<file path="config.mk">
export PLATFORM = sky130hd
export DESIGN_NAME = wf_mx_xmit
export DESIGN_NICKNAME = d
export VERILOG_FILES = /design/src/rtl/wf_mx_xmit.sv
export SDC_FILE = /design/constraint.sdc
export NUM_CORES = 1
export LEC_CHECK = 0
export CORE_ASPECT_RATIO = 1.1
export CORE_MARGIN = 2
export CORE_UTILIZATION = 60
export CTS_BUF_LIST = sky130_fd_sc_hd__clkbuf_16
export DETAILED_ROUTE_END_ITERATION = 12
export DONT_BUFFER_PORTS = 1
export GPL_TIMING_DRIVEN = 0
export HOLD_SLACK_MARGIN = 0.02
export PLACE_DENSITY_LB_ADDON = 0.05
export REMOVE_ABC_BUFFERS = 1
export SYNTH_ARGS = -nofsm -noshare
export SYNTH_HDL_FRONTEND = slang
export SYNTH_SLANG_ARGS = --single-unit
</file>
<file path="constraint.sdc">
create_clock -name clk -period 3.5 [get_ports clk]
set_input_delay 0.35 -clock clk [delete_from_list [all_inputs] [get_ports clk]]
set_output_delay 0.35 -clock clk [all_outputs]
set_load 0.01 [all_outputs]
</file>
<file path="src/rtl/wf_mx_xmit.sv">
// wf_mx_xmit: WimpFi transmitter - buffers one frame and sends it Manchester-encoded on txd
module wf_mx_xmit #(
  parameter int         CLK_FREQ   = 100_000_000,
  parameter int         BIT_RATE   = 50_000,
  parameter logic [7:0] MAC_ADDR   = 8'h42,
  parameter int         EOF_BITS   = 2,
  parameter int         FIFO_DEPTH = 32
) (
  input  logic       clk,
  input  logic       rst,
  input  logic [7:0] xdata,
  input  logic       xwr,
  input  logic       xsnd,
  input  logic       cardet,
  output logic       txd,
  output logic       txen,
  output logic       xrdy,
  output logic [7:0] xerrcnt
);
  localparam int HALF = CLK_FREQ / (2 * BIT_RATE);
  localparam int HW   = HALF > 1 ? $clog2(HALF) : 1;
  localparam int EL   = EOF_BITS * 2 * HALF;
  localparam int EW   = $clog2(EL + 1);
  localparam int AW   = $clog2(FIFO_DEPTH);
  localparam int CW   = AW + 1;
  typedef enum logic [3:0] {IDLE, WAIT_CLR, PRE, SFD, DEST, SRC, TYPE, DATA, CRC, EOF} state_t;
  state_t        state;
  logic [7:0]    mem [FIFO_DEPTH];
  logic [CW-1:0] cnt, didx;
  logic [HW-1:0] hcnt;
  logic [EW-1:0] ecnt;
  logic [2:0]    bcnt;
  logic          ph, pcnt;
  logic [7:0]    sh, crc, crc_nx;
  logic          wr_ok, half_end, bit_end, in_crc, has_crc;
  assign wr_ok    = state == IDLE && xwr && cnt != CW'(FIFO_DEPTH);
  assign half_end = hcnt == HW'(HALF - 1);
  assign bit_end  = ph && half_end;
  assign in_crc   = state inside {DEST, SRC, TYPE, DATA};
  assign has_crc  = mem[1] == 8'h31;
  assign crc_nx   = (crc >> 1) ^ ((crc[0] ^ sh[0]) ? 8'hE0 : 8'h00);
  assign txen     = !(state inside {IDLE, WAIT_CLR});
  assign txd      = (state inside {IDLE, WAIT_CLR, EOF}) ? 1'b1 : sh[0] ^ ph;
  assign xrdy     = state == IDLE && cnt != CW'(FIFO_DEPTH);
  always_ff @(posedge clk)
    if (wr_ok) mem[cnt[AW-1:0]] <= xdata;
  // bit timing runs freely; the byte-boundary case below overrides sh/state on the last clk of a byte
  always_ff @(posedge clk or negedge rst) begin
    if (!rst) begin
      state   <= IDLE;
      cnt     <= '0;
      didx    <= '0;
      hcnt    <= '0;
      ecnt    <= '0;
      bcnt    <= '0;
      ph      <= 1'b0;
      pcnt    <= 1'b0;
      sh      <= 8'hFF;
      crc     <= '0;
      xerrcnt <= '0;
    end else begin
      if (xwr && !wr_ok && xerrcnt != 8'hFF) xerrcnt <= xerrcnt + 8'd1;
      if (txen && state != EOF) begin
        hcnt <= half_end ? '0 : hcnt + HW'(1);
        if (half_end) ph <= !ph;
      end
      if (bit_end && in_crc) crc <= crc_nx;
      if (bit_end) begin
        bcnt <= bcnt + 3'd1;
        sh   <= sh >> 1;
      end
      case (state)
        IDLE: begin
          if (wr_ok) cnt <= cnt + CW'(1);
          if (xsnd && cnt + CW'(wr_ok) >= CW'(2)) state <= WAIT_CLR;
        end
        WAIT_CLR: if (!cardet) begin
          state <= PRE;
          sh    <= 8'h55;
          pcnt  <= 1'b0;
        end
        EOF: if (ecnt == EW'(EL - 1)) begin
          state <= IDLE;
          ecnt  <= '0;
          cnt   <= '0;
          crc   <= '0;
        end else ecnt <= ecnt + EW'(1);
        default: if (bit_end && bcnt == 3'd7) begin
          case (state)
            PRE: begin
              pcnt <= 1'b1;
              sh   <= pcnt ? 8'hD0 : 8'h55;
              if (pcnt) state <= SFD;
            end
            SFD: begin
              state <= DEST;
              sh    <= mem[0];
            end
            DEST: begin
              state <= SRC;
              sh    <= MAC_ADDR;
            end
            SRC: begin
              state <= TYPE;
              sh    <= mem[1];
              didx  <= CW'(2);
            end
            TYPE, DATA: if (didx < cnt) begin
              state <= DATA;
              sh    <= mem[didx[AW-1:0]];
              didx  <= didx + CW'(1);
            end else begin
              state <= has_crc ? CRC : EOF;
              sh    <= crc_nx;
            end
            default: state <= EOF;
          endcase
        end
      endcase
    end
  end
endmodule

</file>
# Yosys cells after proc, flatten, opt, wreduce, memory -nomap -nowiden
# Memory sizes are Yosys's and may differ from the RTL's.
# Index checks and enable logic that the tools add are counted.
# op_classes
n_shift	0
addsub	7
bitwise	5
mul	0
n_eq_ne	21
div_mod_pow	0
mux	34
n_reduce_logical	30
magnitude_cmp	2
# ops
operator	count
$mux 8	9
$pmux 8 s5	1
$mux 4	6
$pmux 6 s2	2
$pmux 4 s5	1
$mux 6	3
$eq 4x3->1 const B	4
$pmux 8 s2	1
$add 12x1->12 const B	1
$add 6x1->6 const B	2
$eq 12x12->1 const B	1
$mux 12	1
$pmux 4 s3	1
$add 10x1->10 const B	1
$eq 10x10->1 const B	1
$logic_and 1x1->1	10
$mux 10	1
$reduce_bool 2->1	5
$add 8x1->8 const B	1
$eq 4x2->1 const B	2
$eq 8x6->1 const B	1
$ne 8x8->1 const B	1
$reduce_and 4->1	2
$reduce_bool 4->1	2
other kinds (25)	39
# totals
n_memories	1
mem_bits_rw	256
wordCells	111
register_bits	67
output_inout_bits	11
latchBits	0
rom_bits	0
in_bits	13
# mem_list
memory	words	width	rd	rd_clocked_by_memory_dff	wr	line	source
mem	32	8	3	0	1	28	logic [7:0] mem [FIFO_DEPTH];

# Depth between registers and ports, before layout
# logic_depth
ltp_word	8
mapped_depth	12
mapped_depth_nobuf	12

# Worst setup path after synthesis
# No wires, ideal clock.
# synth_timing
path_type	flip-flop to flip-flop
from	reg state[1]
to	reg state[3]
arrival_time_ps	2865
stages_incl_launch_ff	12
setup_ps	128
path_buffers	0
path_slack_ps	508
required_ps	3372
period_less_slack_ps	2992
path_cell_list	dfrtp_1 -> or4_1 -> a31oi_1 -> nand2_1 -> inv_2 -> ha_1 -> nand3_1 -> nor3_1 -> a31oi_1 -> o31a_1 -> o211a_1 -> mux2_1
# synth_via
elab_chain_cells	8
word_cells_on_any_way	24
classes_between	add/sub (1); order compare (1); eq/ne (12); mux (3); reduce/logical (7)
# synth_lines
item	line	source
start, declared	27	state_t state;
start signal, assigned	113	state <= has_crc ? CRC : EOF;
$logic_not 4->1	36, 72	
$logic_and 1x1->1 (2 in series)	36	assign wr_ok = state == IDLE && xwr && cnt != CW'(FIFO_DEPTH);
$add 6x1->6	75	if (xsnd && cnt + CW'(wr_ok) >= CW'(2)) state <= WAIT_CLR;
$ge 6x2->1	75	
$logic_and 1x1->1	75	
$ne 2x1->1 (no line)	-	
$reduce_and 5->1 (no line)	-	
# Several ways; a longest one is shown, not always the timed one. The select of a mux whose other input is x is not followed.
# A chain may end at the register's enable or synchronous reset.

# Final worst setup path
# layout_timing
from	reg hcnt[3]
to	reg sh[1]
# layout_via
elab_chain_cells	6
word_cells_on_any_way	8
classes_between	eq/ne (1); mux (5); reduce/logical (2)
# layout_lines
item	line	source
start, declared	30	logic [HW-1:0] hcnt;
start signal, assigned	64	hcnt <= half_end ? '0 : hcnt + HW'(1);
$eq 10x10->1 *	37	assign half_end = hcnt == HW'(HALF - 1);
$logic_and 1x1->1 *	38	assign bit_end = ph && half_end;
$mux 8	68	if (bit_end) begin
$pmux 8 s5	89	case (state)
$mux 8	88	default: if (bit_end && bcnt == 3'd7) begin
$pmux 8 s2 *	72	case (state)
end signal, assigned	70	sh <= sh >> 1;
end signal, assigned	92	sh <= pcnt ? 8'hD0 : 8'h55;
end signal, assigned	97	sh <= mem[0];
end, declared	34	logic [7:0] sh, crc, crc_nx;
# Mark *: on every way between the ends. The rest lies on a longest branch, timed or not.

==> out/qor.yml <==
outcome:
  status: "complete, no violations"
cts:
  path_clk_slew_ns: 0.06
  clock_latency_ns: 0.52
  clock_sinks: 323
  clock_path_buffers: 3
  cts_tree: "built"
  htreeDepth: 2
  cts-buffers-inserted: 34
  cts-root-buf: "clkbuf_16"
synth:
  synth_flop_cell: "edfxtp_1"
  synthArstFlopShare_pct: 20.7
  yosys_register_bits: 323
  syn_area_mm2: 0.0139
  ys_seq_area_share_pct: 67.4
  synthCells: 863
  synth_edf_count: 256
  postSynthAreaPerCell_um2: 16.1
  synth_cell_type_count: 71
  yosys_warnings: 0
worst_setup_path:
  worstSetupStartpointType: "register"
  path_class: "register to register"
  cp_max_fo: 13
  critical_path_required_ns: 3.93
  r2r_cells: 6
  cp_data_arrival_time_ns: 3.75
  cp-end-kind: "register"
floorplanning:
  ioPinCount: 24
  die_x_um: 149
  die_area_mm2: 0.0244
  fp-row-count: 58
  die_y_um: 164
  core_area_mm2: 0.0228
  start_util_pct: 61.1
finish:
  mostFrequentLayoutCell: "edfxtp_1"
  insertedDiodeCount: 0
  fin_util_pct: 67.7
  num-nets-final: 906
  layout.cells.non_filler: 1201
  drive_gt1_share_pct: 18.9
  layout_common_cells: "256 x edfxtp_1, 74 x nor2_1, 70 x mux4_2, 54 x dfrtp_1, 48 x nand2_1"
  area_delta_synth_final_pct: 10.9
worst_hold_path:
  hp-class: "primary input to register"
  holdPathStages: 2
route:
  drtIter0Drc: 711
  routed_via_density: 6.41
  routed_wl_um: 29900
  drt_first_pass_iters: 5
  detail-route-antenna-nets: 0
  vias: 7698
  drc_errors: 0
  wl_per_cell_um: 24.9
grt:
  grt_util_met1_pct: 34.9
  gr-total-overflow: 0
  grt_util_met2_pct: 43.8
  grt_pass1_wl_um: 46700
  grt-busiest-layer: "met2"
  use_met3_pct: 4.22
  grt_max_degree: 68
  antenna_found_initial: 0
  grtUsageTotal_pct: 25.7
  grt_pass1_vias: 8028
timing:
  maxSlewViolCount: 0
  fmax_ghz: 0.301
  fin_skew_ns: 0.0193
  fin_crit_sh_pct: 94.8
  relSlewSlack_pct: 9.39
  worstMarginPinSlew_ns: 1.35
  setup_viol: 0
  min_period_ns: 3.32
  rsz0062_at_grt: "no"
  hold_violations: 0
power:
  irDropWorstVdd_mv: 0.462
  p_leak_nw: 5.21
  p_per_area_mw_per_mm2: 603
flow_run:
  cap_viol_max_count: 0
placement:
  io_buffers: 0
  place.gp.congestion: 0.960
  place.detailed.hpwl_um: 18700
  place_inst: 1125
critical path: stages (launching register included):
cell	delay [ns]
dfrtp_1	0.44
nand4b_1	0.31
nor3_1	1.12
nand2_1	0.70
mux2i_1	0.35
o21ai_0	0.12
and3_1	0.20
layout make-up:
type	instances	area [um2]
Clock inverter	26	200
Inverter	19	71.3
Multi-Input combinational cell	479	4270
Tap cell	300	375
Clock buffer	35	876
Timing Repair Buffer	19	253
Fill cell	1553	7360
Sequential cell	323	9390
synth_stat cells (6+ instances only):
| library cell | count | area share [%] |
|---|---|---|
| clkbuf_1 | 21 | 0.57 |
| inv_1 | 13 | 0.35 |
| o31ai_1 | 6 | 0.32 |
| ha_1 | 17 | 1.5 |
| a31oi_1 | 11 | 0.49 |
| dfrtp_1 | 59 | 11 |
| o21ai_0 | 27 | 0.97 |
| mux2i_1 | 26 | 1.9 |
| nor2_1 | 75 | 2.0 |
| mux2_2 | 9 | 0.73 |
| and3_1 | 11 | 0.49 |
| nor2b_1 | 10 | 0.45 |
| a21oi_1 | 15 | 0.54 |
| nand4_1 | 14 | 0.63 |
| buf_2 | 8 | 0.29 |
| xnor2_1 | 20 | 1.3 |
| nand2_1 | 48 | 1.3 |
| nand3_1 | 24 | 0.86 |
| xor2_1 | 12 | 0.76 |
| mux4_2 | 70 | 11 |
| edfxtp_1 | 256 | 55 |
| nor3_1 | 10 | 0.36 |
| dfstp_2 | 8 | 1.5 |
power breakdown:
group / internal [W] / leakage (nW) / total, W / switching [W]
logic: 0.000429 / 1.50 / 0.00121 / 0.000777
registers: 0.00435 / 3.16 / 0.00467 / 0.000317
clock network: 0.00198 / 0.550 / 0.00343 / 0.00145
routing by layer:
layer	up-vias	routed length (um)
met5	-	0
met1	3981	12400
li1	3422	-
met2	248	15300
met3	47	1620
met4	0	620
cell families after synthesis:
logic type | after synthesis | synth area share, %
mux | 106 | 14.0
buf+inv | 61 | 2.12
flops | 323 | 67.4
xor+xnor | 32 | 2.01
simple gates | 216 | 7.55
compound gates | 108 | 5.39
fa+ha+maj | 17 | 1.53
final timing paths:
kind / startpoint / end / slack (ns)
min: xwr / cnt[0] / 0.06
max in group asynchronous: rst / sh[6] / 2.75
min in group asynchronous: rst / ecnt[10] / 0.41
max reg2reg: hcnt[3] / sh[1] / 0.18
min reg2reg: bcnt[0] / bcnt[0] / 0.49
max: hcnt[3] / sh[1] / 0.18
per-stage QoR:
stage	hold WS (ns)	TNS [ns]	area [um2]	total power, W	setup WS [ns]
final	0.0646	0	15400	0.00930	0.181
after global routing	0.0888	0	15400	0.00967	0.0392
after CTS	0.0498	0	15400	0.00929	0.0532
after detailed placement	0.0559	-2.35	14100	0.00581	-0.163
after global placement	0.0558	-37.66	14100	0.00573	-2.07
after floorplan	0.0544	-6.57	13700	0.00545	-0.527
registers in the layout, summed over array words and instances, names as in the netlist, 6 cells and up:
signal and cells:
didx 6, hcnt 10, mem 256, cnt 6
crc 8, xerrcnt 8, ecnt 12, sh 8
what timing repair did:
action,CTS,global route
hold endpoints to repair,323,0
pin swaps,0,1
setup endpoints to repair,89,107
resized for setup,3,3
buffers inserted,0,4
hold buffers,10,0
gates cloned,0,0
Note: power is estimated with default switching activity, not from simulation.
